### src/rtl/pwm_frame_tx.sv
// rtl/pwm_frame_tx.sv - pulse-width-encoded single-wire frame transmitter with one-word holding register
module pwm_frame_tx #(
    parameter int DATA_WIDTH = 26,
    parameter int BIT_PERIOD = 20,
    parameter int ZERO_LOW   = 5,
    parameter int SYNC_LOW   = 10,
    parameter int ONE_LOW    = 15,
    parameter int PARITY_EN  = 0,
    parameter int IDLE_GAP   = 0
) (
    input  logic                  clk_in,
    input  logic                  rst_n_in,
    input  logic                  valid_in,
    input  logic [DATA_WIDTH-1:0] data_in,
    output logic                  ready_out,
    output logic                  data_out,
    output logic                  busy_out,
    output logic                  done_out
);
    localparam int CW = $clog2(BIT_PERIOD + 1);
    localparam int BW = $clog2(DATA_WIDTH);
    localparam logic [CW-1:0] CNT_LAST = CW'(BIT_PERIOD - 1);
    localparam logic [CW-1:0] LOW_ZERO = CW'(ZERO_LOW);
    localparam logic [CW-1:0] LOW_SYNC = CW'(SYNC_LOW);
    localparam logic [CW-1:0] LOW_ONE  = CW'(ONE_LOW);
    localparam logic [BW-1:0] BIT_TOP  = BW'(DATA_WIDTH - 1);
    // Only meaningful when IDLE_GAP > 0; the GAP state is unreachable otherwise.
    localparam logic [7:0]    GAP_LAST = 8'(IDLE_GAP - 1);

    typedef enum logic [2:0] {
        S_IDLE,
        S_START,
        S_DATA,
        S_PARITY,
        S_END,
        S_GAP
    } state_t;

    state_t                state, state_nxt;
    logic [CW-1:0]         cnt, cnt_nxt;
    logic [BW-1:0]         bit_idx, bit_idx_nxt;
    logic [7:0]            gap_cnt, gap_cnt_nxt;
    logic [DATA_WIDTH-1:0] hold_reg, shift_reg, shift_nxt;
    logic                  hold_full, parity_reg, parity_nxt;
    logic                  load_start, sym_end;
    logic [CW-1:0]         low_nxt;
    logic                  line_nxt;

    assign ready_out = !hold_full;
    assign busy_out  = (state != S_IDLE);
    assign sym_end   = (cnt == CNT_LAST);

    // Sequencing: symbol counter, bit index, gap counter and the drain of the holding register.
    always_comb begin
        state_nxt   = state;
        cnt_nxt     = sym_end ? '0 : cnt + 1'b1;
        bit_idx_nxt = bit_idx;
        gap_cnt_nxt = gap_cnt;
        shift_nxt   = shift_reg;
        parity_nxt  = parity_reg;
        load_start  = 1'b0;
        case (state)
            S_IDLE: begin
                cnt_nxt = '0;
                if (hold_full) begin
                    state_nxt  = S_START;
                    load_start = 1'b1;
                end
            end
            S_START: begin
                if (sym_end) begin
                    state_nxt   = S_DATA;
                    bit_idx_nxt = BIT_TOP;
                end
            end
            S_DATA: begin
                if (sym_end) begin
                    shift_nxt = shift_reg << 1;
                    if (bit_idx == '0) begin
                        state_nxt = (PARITY_EN != 0) ? S_PARITY : S_END;
                    end else begin
                        bit_idx_nxt = bit_idx - 1'b1;
                    end
                end
            end
            S_PARITY: begin
                if (sym_end) state_nxt = S_END;
            end
            S_END: begin
                if (sym_end) begin
                    if (IDLE_GAP > 0) begin
                        state_nxt   = S_GAP;
                        gap_cnt_nxt = '0;
                    end else if (hold_full) begin
                        state_nxt  = S_START;
                        load_start = 1'b1;
                    end else begin
                        state_nxt = S_IDLE;
                    end
                end
            end
            S_GAP: begin
                cnt_nxt = '0;
                if (gap_cnt == GAP_LAST) begin
                    if (hold_full) begin
                        state_nxt  = S_START;
                        load_start = 1'b1;
                    end else begin
                        state_nxt = S_IDLE;
                    end
                end else begin
                    gap_cnt_nxt = gap_cnt + 1'b1;
                end
            end
            default: state_nxt = S_IDLE;
        endcase
        if (load_start) begin
            shift_nxt  = hold_reg;
            parity_nxt = ^hold_reg;
            cnt_nxt    = '0;
        end
    end

    // Line level for the coming cycle: low while the symbol counter is below the symbol's low length.
    always_comb begin
        low_nxt = '0;
        case (state_nxt)
            S_START, S_END: low_nxt = LOW_SYNC;
            S_DATA:         low_nxt = shift_nxt[DATA_WIDTH-1] ? LOW_ONE : LOW_ZERO;
            S_PARITY:       low_nxt = parity_nxt ? LOW_ONE : LOW_ZERO;
            default:        low_nxt = '0;
        endcase
        line_nxt = (cnt_nxt >= low_nxt);
    end

    // State, counters, holding register and registered line/done outputs.
    always_ff @(posedge clk_in or negedge rst_n_in) begin
        if (!rst_n_in) begin
            state      <= S_IDLE;
            cnt        <= '0;
            bit_idx    <= '0;
            gap_cnt    <= '0;
            shift_reg  <= '0;
            hold_reg   <= '0;
            hold_full  <= 1'b0;
            parity_reg <= 1'b0;
            data_out   <= 1'b1;
            done_out   <= 1'b0;
        end else begin
            state      <= state_nxt;
            cnt        <= cnt_nxt;
            bit_idx    <= bit_idx_nxt;
            gap_cnt    <= gap_cnt_nxt;
            shift_reg  <= shift_nxt;
            parity_reg <= parity_nxt;
            data_out   <= line_nxt;
            done_out   <= (state == S_END) && sym_end;
            if (load_start) begin
                hold_full <= 1'b0;
            end else if (valid_in && !hold_full) begin
                hold_full <= 1'b1;
                hold_reg  <= data_in;
            end
        end
    end
endmodule

### config.mk
export PLATFORM = sky130hd
export DESIGN_NAME = pwm_frame_tx
export DESIGN_NICKNAME = d
export VERILOG_FILES = /design/src/rtl/pwm_frame_tx.sv
export SDC_FILE = /design/constraint.sdc
export NUM_CORES = 1
export LEC_CHECK = 0
export ABC_AREA = 1
export ABC_CLOCK_PERIOD_IN_PS = 3100
export BUFFER_PORTS_ARGS = -buffer_cell sky130_fd_sc_hd__buf_4
export CORE_MARGIN = 4
export CORE_UTILIZATION = 35
export CTS_CLUSTER_SIZE = 20
export DETAILED_ROUTE_END_ITERATION = 10
export MAX_ROUTING_LAYER = met4
export PLACE_DENSITY = 0.54
export RECOVER_POWER = 50
export SLEW_MARGIN = 20
export SYNTH_ARGS = -nofsm -noshare
export SYNTH_HDL_FRONTEND = slang
export SYNTH_SLANG_ARGS = --single-unit
### constraint.sdc
create_clock -name clk_in -period 3.1 [get_ports clk_in]
set_input_delay 0.31 -clock clk_in [delete_from_list [all_inputs] [get_ports clk_in]]
set_output_delay 0.31 -clock clk_in [all_outputs]
set_load 0.005 [all_outputs]
# Yosys cells after proc, flatten, opt, wreduce, memory -nomap -nowiden

Index checks and enable logic that the tools add are counted.

Bits in writable memories: 0
Bits in latches: 0
ROM bits: 0
Register bits after elaboration: 77
Logic and storage cells: 77
Memories kept: 0
Output and inout port bits: 4

Shift-type cells: 0
Bitwise operators: 2
Add/subtract/negate cells: 3
Equality and inequality tests: 14
Reductions and logical operators: 17
Multiplexer cells: 29
Div/mod/pow operators: 0
Multiply operators: 0
Magnitude comparators: 1

Operator list:

| operator            | count |
|---|---|
| $mux 26             | 3 |
| $mux 5              | 6 |
| $reduce_xor 26->1   | 1 |
| $mux 3              | 7 |
| $pmux 3 s6          | 1 |
| $eq 3x2->1 const B  | 4 |
| $pmux 4 s3          | 1 |
| $pmux 5 s2          | 1 |
| $eq 3x3->1 const B  | 3 |
| $add 8x1->8 const B | 1 |
| $eq 8x8->1 const B  | 1 |
| $mux 4              | 2 |
| $reduce_bool 2->1   | 4 |
| $mux 1              | 7 |
| $eq 3x1->1 const B  | 2 |
| $ne 2x2->1 const B  | 3 |
| $reduce_and 2->1    | 3 |
| $add 5x1->5 const B | 1 |
| $eq 5x5->1 const B  | 1 |
| $ge 5x5->1          | 1 |
| $logic_not 5->1     | 1 |
| $sub 5x1->5 const B | 1 |
| $reduce_and 4->1    | 1 |
| $reduce_or 2->1     | 2 |
| 6 further kinds     | 8 |

# Logic depth before layout (Yosys ltp)

Gate-level depths: netlist (run 1).

Depth after elaboration: 8
Depth in mapped cells: 21

# Least setup slack after synthesis (run 1)

Ideal clock, no wire load.

Path kind: reg-to-reg
Start point: register cnt[0]
End point: register data_out
Data arrival time: 2.100 ns
Clock period less this slack: 2.184 ns
Setup slack: 0.916 ns
Cell stages (with the launch flop): 15
Cell sequence: dfrtp_1 ha_1 nand3_2 inv_2 o211ai_2 nand2_4 or2_0 nand3_1 nand2_1 nor2_1 ha_1 o21ai_0 nand2_1 a21oi_1 o21ai_0

Longest elaborated chain between the ends: 7

RTL lines:

| item                                          | RTL line | RTL |
|---|---|---|
| start: declaration                            | 40       | `logic [CW-1:0] cnt, cnt_nxt;` |
| start signal: assignment                      | 151      | `cnt <= cnt_nxt;` |
| $eq 5x5->1                                    | 51       | `assign sym_end = (cnt == CNT_LAST);` |
| $mux 3, or another cell as far along          | 90       | `if (sym_end) begin` |
| $pmux 3 s6, or another cell as far along      | 62       | `case (state)` |
| $eq 3x1->1, or another cell as far along      | 127      | `case (state_nxt)` |
| $reduce_or 2->1, or another cell as far along | 127      |  |
| $pmux 4 s3                                    | 127      |  |
| $ge 5x5->1 (*)                                | 133      | `line_nxt = (cnt_nxt >= low_nxt);` |
| named net line_nxt                            | 47       | `logic line_nxt;` |
| end signal: assignment                        | 156      | `data_out <= line_nxt;` |
| end: declaration                              | 16       | `output logic data_out,` |

Mark *: on every way through the listed nets, which the timed path passes. The rest lies on a longest branch. The select of a mux whose other input is x is not followed.
A chain may end at the register's enable or synchronous reset.

# Final worst setup path (run 1)

Start point: register cnt[0]
End point: register data_out

Longest elaborated chain between the ends: 7

RTL lines:

| item                                  | RTL line | RTL |
|---|---|---|
| $eq 5x5->1 (*)                        | 51       |  |
| $mux 1 or $mux 26 (tied branches)     | 90, 77   |  |
| $pmux 1 s3 or $mux 26 (tied branches) | 62       |  |
| $mux 26 (*)                           | 117      | `if (load_start) begin` |
| named net shift_nxt[25]               | 43       | `logic [DATA_WIDTH-1:0] hold_reg, shift_reg, shift_nxt;` |
| $mux 4 (*)                            | 129      | `S_DATA: low_nxt = shift_nxt[DATA_WIDTH-1] ? LOW_ONE : LOW_ZERO;` |
| $pmux 4 s3 (*)                        | 127      |  |
| $ge 5x5->1 (*)                        | 133      |  |
| named net line_nxt                    | 47       |  |

Marked as above.

==> results.yml, run 1 <==
outcome:
  status: "complete, but fails checks"
  violations: "max-capacitance violations, max-slew violations"
sta:
  tightestPinTransition_ns: 1.96
  rsz0062_at_grt: "false"
  period_minus_slack_ns: 2.65
  timing.fmax_mhz: 377
  slew_viol_final: 78
  setup-violations-final: 0
  fin_skew_ns: 0.0111
  slew_headroom: -0.309
  post-route-period-util: 0.856
  hold_viol: 0
  final.setup.tns_ns: 0
logic_synthesis:
  yosysUniqueCellTypes: 39
  ys_ff_latch: 77
  synth-seq-area-share: 0.496
  synth_edf_count: 0
  async_flop_share: 1.00
  yosys_warnings: 0
  ys.flop_type: "dfrtp_1"
  syn_area_per_cell_um2: 8.96
  mappedNetlistNets: 471
  synth_cells: 434
  synth_area_um2: 3890
floorplan:
  die_w_um: 113
  core_um2: 10800
  die-area_um2: 12900
  pin_count: 33
  start_util: 0.359
  die_h_um: 113
  rows: 38
cts:
  clk_latency_ns: 0.35
  hold_buffers: 0
  cts_tree: "built"
  post_cts_buffers: 0
  clockRootBuffer: "clkbuf_8"
  cts_resized: 0
  cts.clk_slew.worst_paths_ns: 0.08
  cts_max_path_buffers: 2
  clock_sinks: 77
  numCtsBuffers: 9
  cts_htree_levels: 3
layout:
  final_layout_size_suffix_gt1_frac: 0.185
  n_fill_cell: 1091
  diodes: 0
  fin_cells: 615
  fin_nets: 507
  areaGrowthSynthToFinish_pct: 14.7
worst_setup_path:
  end_kind: "flop"
  critical_path.top_delay_family: "simple AND/OR/NAND/NOR gates"
  critical_path.max_stage_delay_ns: 0.40
  crit_top_cell: "nand2_1"
  cp.arrival_ns: 2.93
  path_class: "reg2reg"
  startpoint_type: "flop"
  crit_slowest_cell: "dfrtp_1"
  rr_worst_depth: 16
  critPathRequiredTime_ns: 3.38
  cp_cell_sequence: "ha_1 > nand3_2 > inv_2 > o211ai_2 > nand2_4 > inv_4 > nand2_1 > nand2_1 > nand2_1 > nand2_1 > nor2_1 > ha_1 > o21ai_0 > nand2_1 > a21oi_1 > o21ai_0"
  crit_buf_inv: 2
  cp.depth: 16
  cp_max_fo: 28
power_and_ir_drop:
  p_sw_frac: 0.329
  p_per_area_nw_per_um2: 617
  pwr-share-seq: 0.459
  ir_worst_vdd_mv: 0.268
  p_sw_uw: 906
  combPwrFrac: 0.267
  clockPowerShare: 0.274
  internal-power_mw: 1.85
  leakagePower_nw: 2.23
  design_power_total_mw: 2.75
placement:
  place_congestion: 0.778
  portBuffers: 32
  placedCellCount: 599
  hpwl_um: 5540
drt:
  first_iter_violations: 138
  wl_per_cell_um: 12.9
  drcViolationCount: 0
  ant_nets: 0
  num_vias: 2947
  viasPerCell: 4.79
  wl_um: 7910
  drt_pass1_iterations: 4
global_routing:
  antenna_found_initial: 0
  grt_max_degree: 78
  grt_overflow: 0
  grt_use_met1: 0.182
  grt_usage: 0.141
  grt_pass1_wl_um: 14100
  use_met2: 0.222
  top_usage_layer: "met2"
  met3_usage: 0.0334
  grt_pass1_vias: 2930
hold_path:
  worstHoldPathCells: 2
  hold_path_class: "in2reg"
run:
  max_cap_viol_count: 1
[path summary, 6_finish.rpt]
kind | start | slack (ns) | endpoint
setup / recovery | cnt[0]$_DFF_PN0_ | 0.45 | data_out$_DFF_PN1_
hold reg to reg | cnt[0]$_DFF_PN0_ | 0.48 | cnt[0]$_DFF_PN0_
min in group asynchronous | rst_n_in | 0.48 | hold_reg[13]$_DFFE_PN0P_
hold / removal | data_in[9] | 0.19 | hold_reg[9]$_DFFE_PN0P_
max in group asynchronous | rst_n_in | 1.42 | gap_cnt[0]$_DFFE_PN0P_
setup reg to reg | cnt[0]$_DFF_PN0_ | 0.45 | data_out$_DFF_PN1_
[layout make-up]
type | instances | area (um2) | share of cell area
flip-flops and latches | 77 | 1930 | 0.432
multi-input cells | 291 | 1690 | 0.378
repair buffers | 36 | 268 | 0.0600
inverters | 55 | 209 | 0.0468
well taps | 140 | 175 | 0.0393
clock buffers | 12 | 145 | 0.0325
clock inverters | 4 | 47.5 | 0.0107
[per-layer routing]
layer,vias up,share of wire
li1,1497,-
met1,1405,0.49
met2,39,0.47
met3,6,0.026
met4,0,0.012
met5,-,0
[cell families after synthesis]
logic type	count (synthesis)	synth area share
buffers and inverters	66	0.0701
AOI/OAI and AO/OA	60	0.105
muxes	17	0.0492
adders and majority gates	8	0.0257
and+or+nand+nor	183	0.203
DFF	77	0.496
xor gates and xnor gates	23	0.0518
[cells in the mapped netlist (8+ instances only)]
| master | count | area [um2] |
|---|---|---|
| nand2_1 | 98 | 368 |
| dfrtp_1 | 76 | 1900 |
| inv_1 | 47 | 176 |
| nand3_1 | 33 | 165 |
| nor2_1 | 33 | 124 |
| a22oi_1 | 19 | 143 |
| mux2_2 | 17 | 191 |
| o21ai_0 | 14 | 70.1 |
| xnor2_1 | 14 | 123 |
| a21oi_1 | 12 | 60.1 |
| xor2_1 | 9 | 78.8 |
| ha_1 | 8 | 100 |
[worst reg2reg max path: stages (launching register included)]
cell and delay (ns):
dfrtp_1 0.40, ha_1 0.25, nand3_2 0.16, inv_2 0.10, o211ai_2 0.21, nand2_4 0.21
inv_4 0.31, nand2_1 0.08, nand2_1 0.09, nand2_1 0.05, nand2_1 0.06, nor2_1 0.06
ha_1 0.27, o21ai_0 0.07, nand2_1 0.07, a21oi_1 0.11, o21ai_0 0.08
[metrics by stage]
step / instance area [um2] / hold WS (ns) / util / setup slack [ns]
6_report: 4460 / 0.187 / 0.411 / 0.447
5_1_grt: 4460 / 0.168 / 0.411 / 0.0775
4_1_cts: 4460 / 0.166 / 0.412 / 0.416
3_5_place_dp: 4270 / 0.470 / 0.394 / 0.435
3_3_place_gp: 4270 / 0.461 / 0.394 / 0.525
2_1_floorplan: 3890 / 0.0144 / - / 0.916
[power groups by stage]
| stage | clock (mW) | sequential [mW] | combinational [mW] |
|---|---|---|---|
| after global placement | 0 | 1.28 | 0.726 |
| after detailed placement | 0 | 1.28 | 0.749 |
| after floorplan | 0 | 1.24 | 0.594 |
| after CTS | 0.780 | 1.27 | 0.752 |
| final | 0.753 | 1.26 | 0.736 |
| after global routing | 0.832 | 1.29 | 0.869 |
[layout by cell type, fill, tap and decap left out, types with 9 or more instances in the layout]
| cell type | instances |
|---|---|
| nand3_1 | 33 |
| dfrtp_1 | 76 |
| clkbuf_8 | 10 |
| o21ai_0 | 14 |
| mux2_2 | 17 |
| a21oi_1 | 12 |
| nor2_1 | 33 |
| nand2_1 | 98 |
| xor2_1 | 9 |
| a22oi_1 | 19 |
| inv_1 | 47 |
| buf_4 | 34 |
| xnor2_1 | 14 |
(Power assumes the default switching activity.)
==> run 2, diff against run 1 <==
- ABC_CLOCK_PERIOD_IN_PS: 3100 -> 3200
- CELL_PAD_IN_SITES_DETAIL_PLACEMENT: not set -> 1
- CELL_PAD_IN_SITES_GLOBAL_PLACEMENT: not set -> 1
- GPL_TIMING_DRIVEN: not set -> 0
- PLACE_DENSITY: 0.54 -> 0.66
- clock period: 3.1 -> 3.2 ns (I/O delays scaled with it)
==> run 2 against run 1 <==
  * The flow still finishes with violations (max-capacitance violations, max-slew violations)
  * Final area up 1.3%
  * Critical path depth decreased by 2
  * Setup slack improved by 0.13 ns
  * Global-route usage grew 1.7 points
  * Critical path type unchanged
  * Largest cell class unchanged
==> results.yml, run 2 (synthesis results as in run 1) <==
outcome:
  status: "complete, but fails checks"
  violations: "max-capacitance violations, max-slew violations"
worst_setup_path:
  cp-startpoint: "cnt[0]$_DFF_PN0_"
  path_class: "reg2reg"
  cp_cell_sequence: "ha_1 > nand3_1 > inv_2 > o211ai_2 > nand2_4 > or2_0 > nand3_1 > nand2_1 > nor2_1 > ha_1 > o21ai_0 > nand2_1 > a21oi_1 > o21ai_0"
  crit_slowest_cell: "dfrtp_1"
  end_kind: "flop"
  critPathRequiredTime_ns: 3.47
  critical_path.max_stage_delay_ns: 0.41
  r2r_start: "cnt[0]$_DFF_PN0_"
  worst_r2r_endpoint: "data_out$_DFF_PN1_"
  rr_worst_depth: 14
  cp_max_fo: 7
  startpoint_type: "flop"
  r2r_setup_slack_ns: 0.58
  cp.arrival_ns: 2.90
drt:
  num_vias: 3063
  ant_nets: 0
  wl_um: 9030
  drcViolationCount: 0
  first_iter_violations: 84
  viasPerCell: 4.92
  wl_per_cell_um: 14.5
  drt_pass1_iterations: 4
cts:
  clk_latency_ns: 0.36
  cts_max_path_buffers: 2
  cts_htree_levels: 3
  cts_resized: 0
  clockRootBuffer: "clkbuf_8"
  cts.clk_slew.worst_paths_ns: 0.08
  numCtsBuffers: 9
  clock_sinks: 77
  cts_tree: "built"
  hold_buffers: 0
  post_cts_buffers: 0
global_routing:
  met3_usage: 0.0292
  grt_max_degree: 78
  grt_pass1_wl_um: 15700
  grt_overflow: 0
  top_usage_layer: "met2"
  grt_pass1_vias: 3267
  grt_usage: 0.158
  grt_use_met1: 0.191
  antenna_found_initial: 0
  use_met2: 0.263
placement:
  placed_area_um2: 4300
  place_congestion: 0.761
  portBuffers: 32
  dpl_worst_slack_ns: 0.700
  hpwl_um: 6720
hold_path:
  hold_path_class: "in2reg"
  worstHoldPathCells: 2
  timing.hold.worst_endpoint: "hold_reg[19]$_DFFE_PN0P_"
  worstHoldStart: "data_in[19]"
sta:
  tightestPinTransition_ns: 1.89
  slew_viol_final: 78
  fin_ws_ns: 0.575
  slew_headroom: -0.261
  timing.fmax_mhz: 381
  period_minus_slack_ns: 2.62
  finalHoldWorstSlack_ns: 0.186
  final.setup.tns_ns: 0
  hold_viol: 0
  rsz0062_at_grt: "false"
  fin_skew_ns: 0.0123
  setup-violations-final: 0
  post-route-period-util: 0.820
layout:
  diodes: 0
  fin_nets: 514
  areaGrowthSynthToFinish_pct: 16.2
  layout_common_cells: "nand2_1, dfrtp_1, inv_1"
  final_common_cell: "nand2_1"
  final_area_um2: 4520
  final_layout_size_suffix_gt1_frac: 0.193
floorplan:
  start_util: 0.359
  die-area_um2: 12900
  rows: 38
  core_um2: 10800
  die_w_um: 113
  pin_count: 33
  die_h_um: 113
power_and_ir_drop:
  p_per_area_nw_per_um2: 621
  leakagePower_nw: 2.26
  ir_worst_vdd_mv: 0.323
run:
  max_cap_viol_count: 1
==> run 2: changes by cell type in the layout (fill, tap and decap cells not counted), sizes merged <==
cell      before  now
clkbuf        14   12
inv           55   57
buf           34   40
clkinvlp       1    2
bufinv         1    2
clkinv         2    1
==> run 2: metal layers <==
layer | part of all wire | vias to the layer above
li1 | - | 1500
met1 | 0.46 | 1511
met2 | 0.50 | 41
met3 | 0.026 | 11
met4 | 0.018 | 0
met5 | 0 | -
==> run 2: critical path: cells and delay by family, from the launching register on <==
kind / cells / cell delay [ns]
flops: 1 / 0.41
fa+ha+maj: 2 / 0.50
compound gates: 4 / 0.53
simple gates: 7 / 0.96
buf+inv: 1 / 0.13
==> run 2: cell type report <==
cell class                      instances  area (um2)
Fill cell                            1302        6320
Sequential cell                        77        1930
Multi-Input combinational cell        291        1680
Timing Repair Buffer                   32         238
Inverter                               55         209
Tap cell                              140         175
Clock buffer                            9         124
Clock inverter                          7        97.6
Buffer                                 11        63.8
==> run 2: worst max path at each step <==
| stage | end | cells past startpoint |
|---|---|---|
| after floorplan | data_out$_DFF_PN1_ | 14 |
| after CTS | data_out$_DFF_PN1_ | 14 |
| final | data_out$_DFF_PN1_ | 14 |
| after detailed placement | data_out$_DFF_PN1_ | 14 |
| after global routing | data_out$_DFF_PN1_ | 15 |
| after global placement | data_out$_DFF_PN1_ | 14 |
==> run 2: through the flow <==
stage                     utilization  power, mW  std cells
after floorplan                     -       1.78        434
after global placement          0.397       1.96        606
after detailed placement        0.397       2.01        606
after CTS                       0.417       2.85        622
after global routing            0.417       3.03        622
final                           0.417       2.80        622
==> run 2: power by group <==
| part | internal [mW] | switching [mW] | total (mW) |
|---|---|---|---|
| clock | 0.443 | 0.389 | 0.832 |
| combinational | 0.317 | 0.429 | 0.746 |
| sequential | 1.09 | 0.137 | 1.23 |
==> run 3, diff against run 2 <==
- ABC_CLOCK_PERIOD_IN_PS: 3200 -> 2500
- clock period: 3.2 -> 2.5 ns (I/O delays scaled with it)
==> run 3 against run 2 <==
  * The flow still finishes with violations (max-capacitance violations, max-slew violations)
  * Hold slack worse by 0.071 ns
  * Power is 30% higher
  * Combinational power is 33% higher
  * Flip-flop and latch count stayed put
  * Sequential share of layout area is 1.2 points lower
  * Final cell count is 0.96% higher
  * Critical path depth stayed put
  * Largest power group unchanged
==> results.yml, run 3 (synthesis results as in run 1) <==
outcome:
  status: "complete, but fails checks"
  violations: "max-capacitance violations, max-slew violations"
power_and_ir_drop:
  ir_worst_vdd_mv: 0.433
  design_power_total_mw: 3.64
  leakagePower_nw: 2.31
  p_per_area_nw_per_um2: 782
sta:
  period_minus_slack_ns: 2.35
  timing.fmax_mhz: 426
  post-route-period-util: 0.938
  slew_headroom: -0.265
  final.setup.tns_ns: 0
  fin_skew_ns: 0.0104
  fin_ws_ns: 0.155
  slew_viol_final: 78
  hold_viol: 0
  tightestPinTransition_ns: 1.90
  setup-violations-final: 0
global_routing:
  grt_usage: 0.158
  antenna_found_initial: 0
  grt_overflow: 0
  grt_max_degree: 78
  grt_pass1_vias: 3284
  grt_pass1_wl_um: 15800
worst_setup_path:
  cp.arrival_ns: 2.63
  r2r_setup_slack_ns: 0.15
  r2r_start: "cnt[0]$_DFF_PN0_"
  cp_max_fo: 7
  path_class: "reg2reg"
  end_kind: "flop"
  startpoint_type: "flop"
  rr_worst_depth: 14
  critPathRequiredTime_ns: 2.78
  worst_r2r_endpoint: "data_out$_DFF_PN1_"
floorplan:
  pin_count: 33
  core_um2: 10800
  start_util: 0.359
  rows: 38
  die_h_um: 113
  die-area_um2: 12900
  die_w_um: 113
cts:
  hold_buffers: 0
  cts_htree_levels: 3
  clockRootBuffer: "clkbuf_8"
  cts.clk_slew.worst_paths_ns: 0.08
  cts_tree: "built"
  clock_sinks: 77
  numCtsBuffers: 9
  clk_latency_ns: 0.36
  cts_max_path_buffers: 2
drt:
  first_iter_violations: 83
  drt_pass1_iterations: 4
  wl_um: 9210
  viasPerCell: 4.89
  num_vias: 3074
  ant_nets: 0
  drcViolationCount: 0
  wl_per_cell_um: 14.7
placement:
  dpl_worst_slack_ns: -0.000337
  place_congestion: 0.761
  hpwl_um: 6720
  placed_area_um2: 4300
  portBuffers: 32
  placedCellCount: 606
hold_path:
  timing.hold.worst_endpoint: "hold_reg[19]$_DFFE_PN0P_"
  worstHoldStart: "data_in[19]"
  worstHoldPathCells: 2
  hold_path_class: "in2reg"
layout:
  n_fill_cell: 1294
  layout_common_cells: "nand2_1, dfrtp_1, inv_1"
  final_layout_size_suffix_gt1_frac: 0.234
  diodes: 0
  final_area_um2: 4650
  final_common_cell: "nand2_1"
  fin_nets: 520
  fin_cells: 628
  areaGrowthSynthToFinish_pct: 19.6
run:
  max_cap_viol_count: 1
-- run 3: power by group --
part           leakage, nW  internal [mW]  switching, mW
logic                 1.28          0.430          0.562
registers            0.928           1.40          0.186
clock network        0.106          0.567          0.497
-- run 3: stage by stage --
step	hold slack (ns)	util
floorplan	-0.0456	-
global placement	0.465	0.397
detailed placement	0.472	0.397
CTS	0.0769	0.419
global route	0.0991	0.429
finish	0.115	0.429
-- run 3: cell type report --
cell class                      count  area (um2)  share of cell area
Tap cell                          140         175              0.0377
Inverter                           55         214              0.0460
Multi-Input combinational cell    291        1760               0.379
Sequential cell                    77        1930               0.415
Clock inverter                      7        97.6              0.0210
Buffer                             11        63.8              0.0137
Clock buffer                        9         124              0.0266
Timing Repair Buffer               38         283              0.0608
-- run 3: layer usage --
metal  global-route usage  routed length, um
met3               0.0292                194
met2                0.265               4630
met4               0.0601                163
met1                0.191               4220
met5                    -                  0
-- run 3: how the worst max path moves through the flow --
stage	cells past startpoint	startpoint	end	slack (ns)
detailed placement	14	cnt[0]$_DFF_PN0_	data_out$_DFF_PN1_	-0.0003
global placement	14	cnt[0]$_DFF_PN0_	data_out$_DFF_PN1_	0.06
finish	14	cnt[0]$_DFF_PN0_	data_out$_DFF_PN1_	0.15
floorplan	14	cnt[0]$_DFF_PN0_	data_out$_DFF_PN1_	0.32
global route	15	hold_full$_DFFE_PN0P_	data_out$_DFF_PN1_	-0.04
CTS	15	cnt[0]$_DFF_PN0_	data_out$_DFF_PN1_	0.04
-- run 3: what timing repair did --
item                                    in CTS  in global routing
resized for setup                            2                 20
pin swaps                                    1                  3
endpoints found under the setup margin       1                  1
buffers inserted                             1                  5
-- run 3: worst max-delay path, stage by stage (launching register included) --
cell and delay, ns:
dfrtp_1 0.43, ha_4 0.20, nand3_4 0.14, inv_4 0.08, o211ai_4 0.18, nand2_4 0.11, or2_0 0.23, nand3_1 0.10
nand2_1 0.07, nor2_2 0.14, ha_1 0.23, o21ai_0 0.07, nand2_1 0.08, a21oi_1 0.14, o21ai_1 0.08
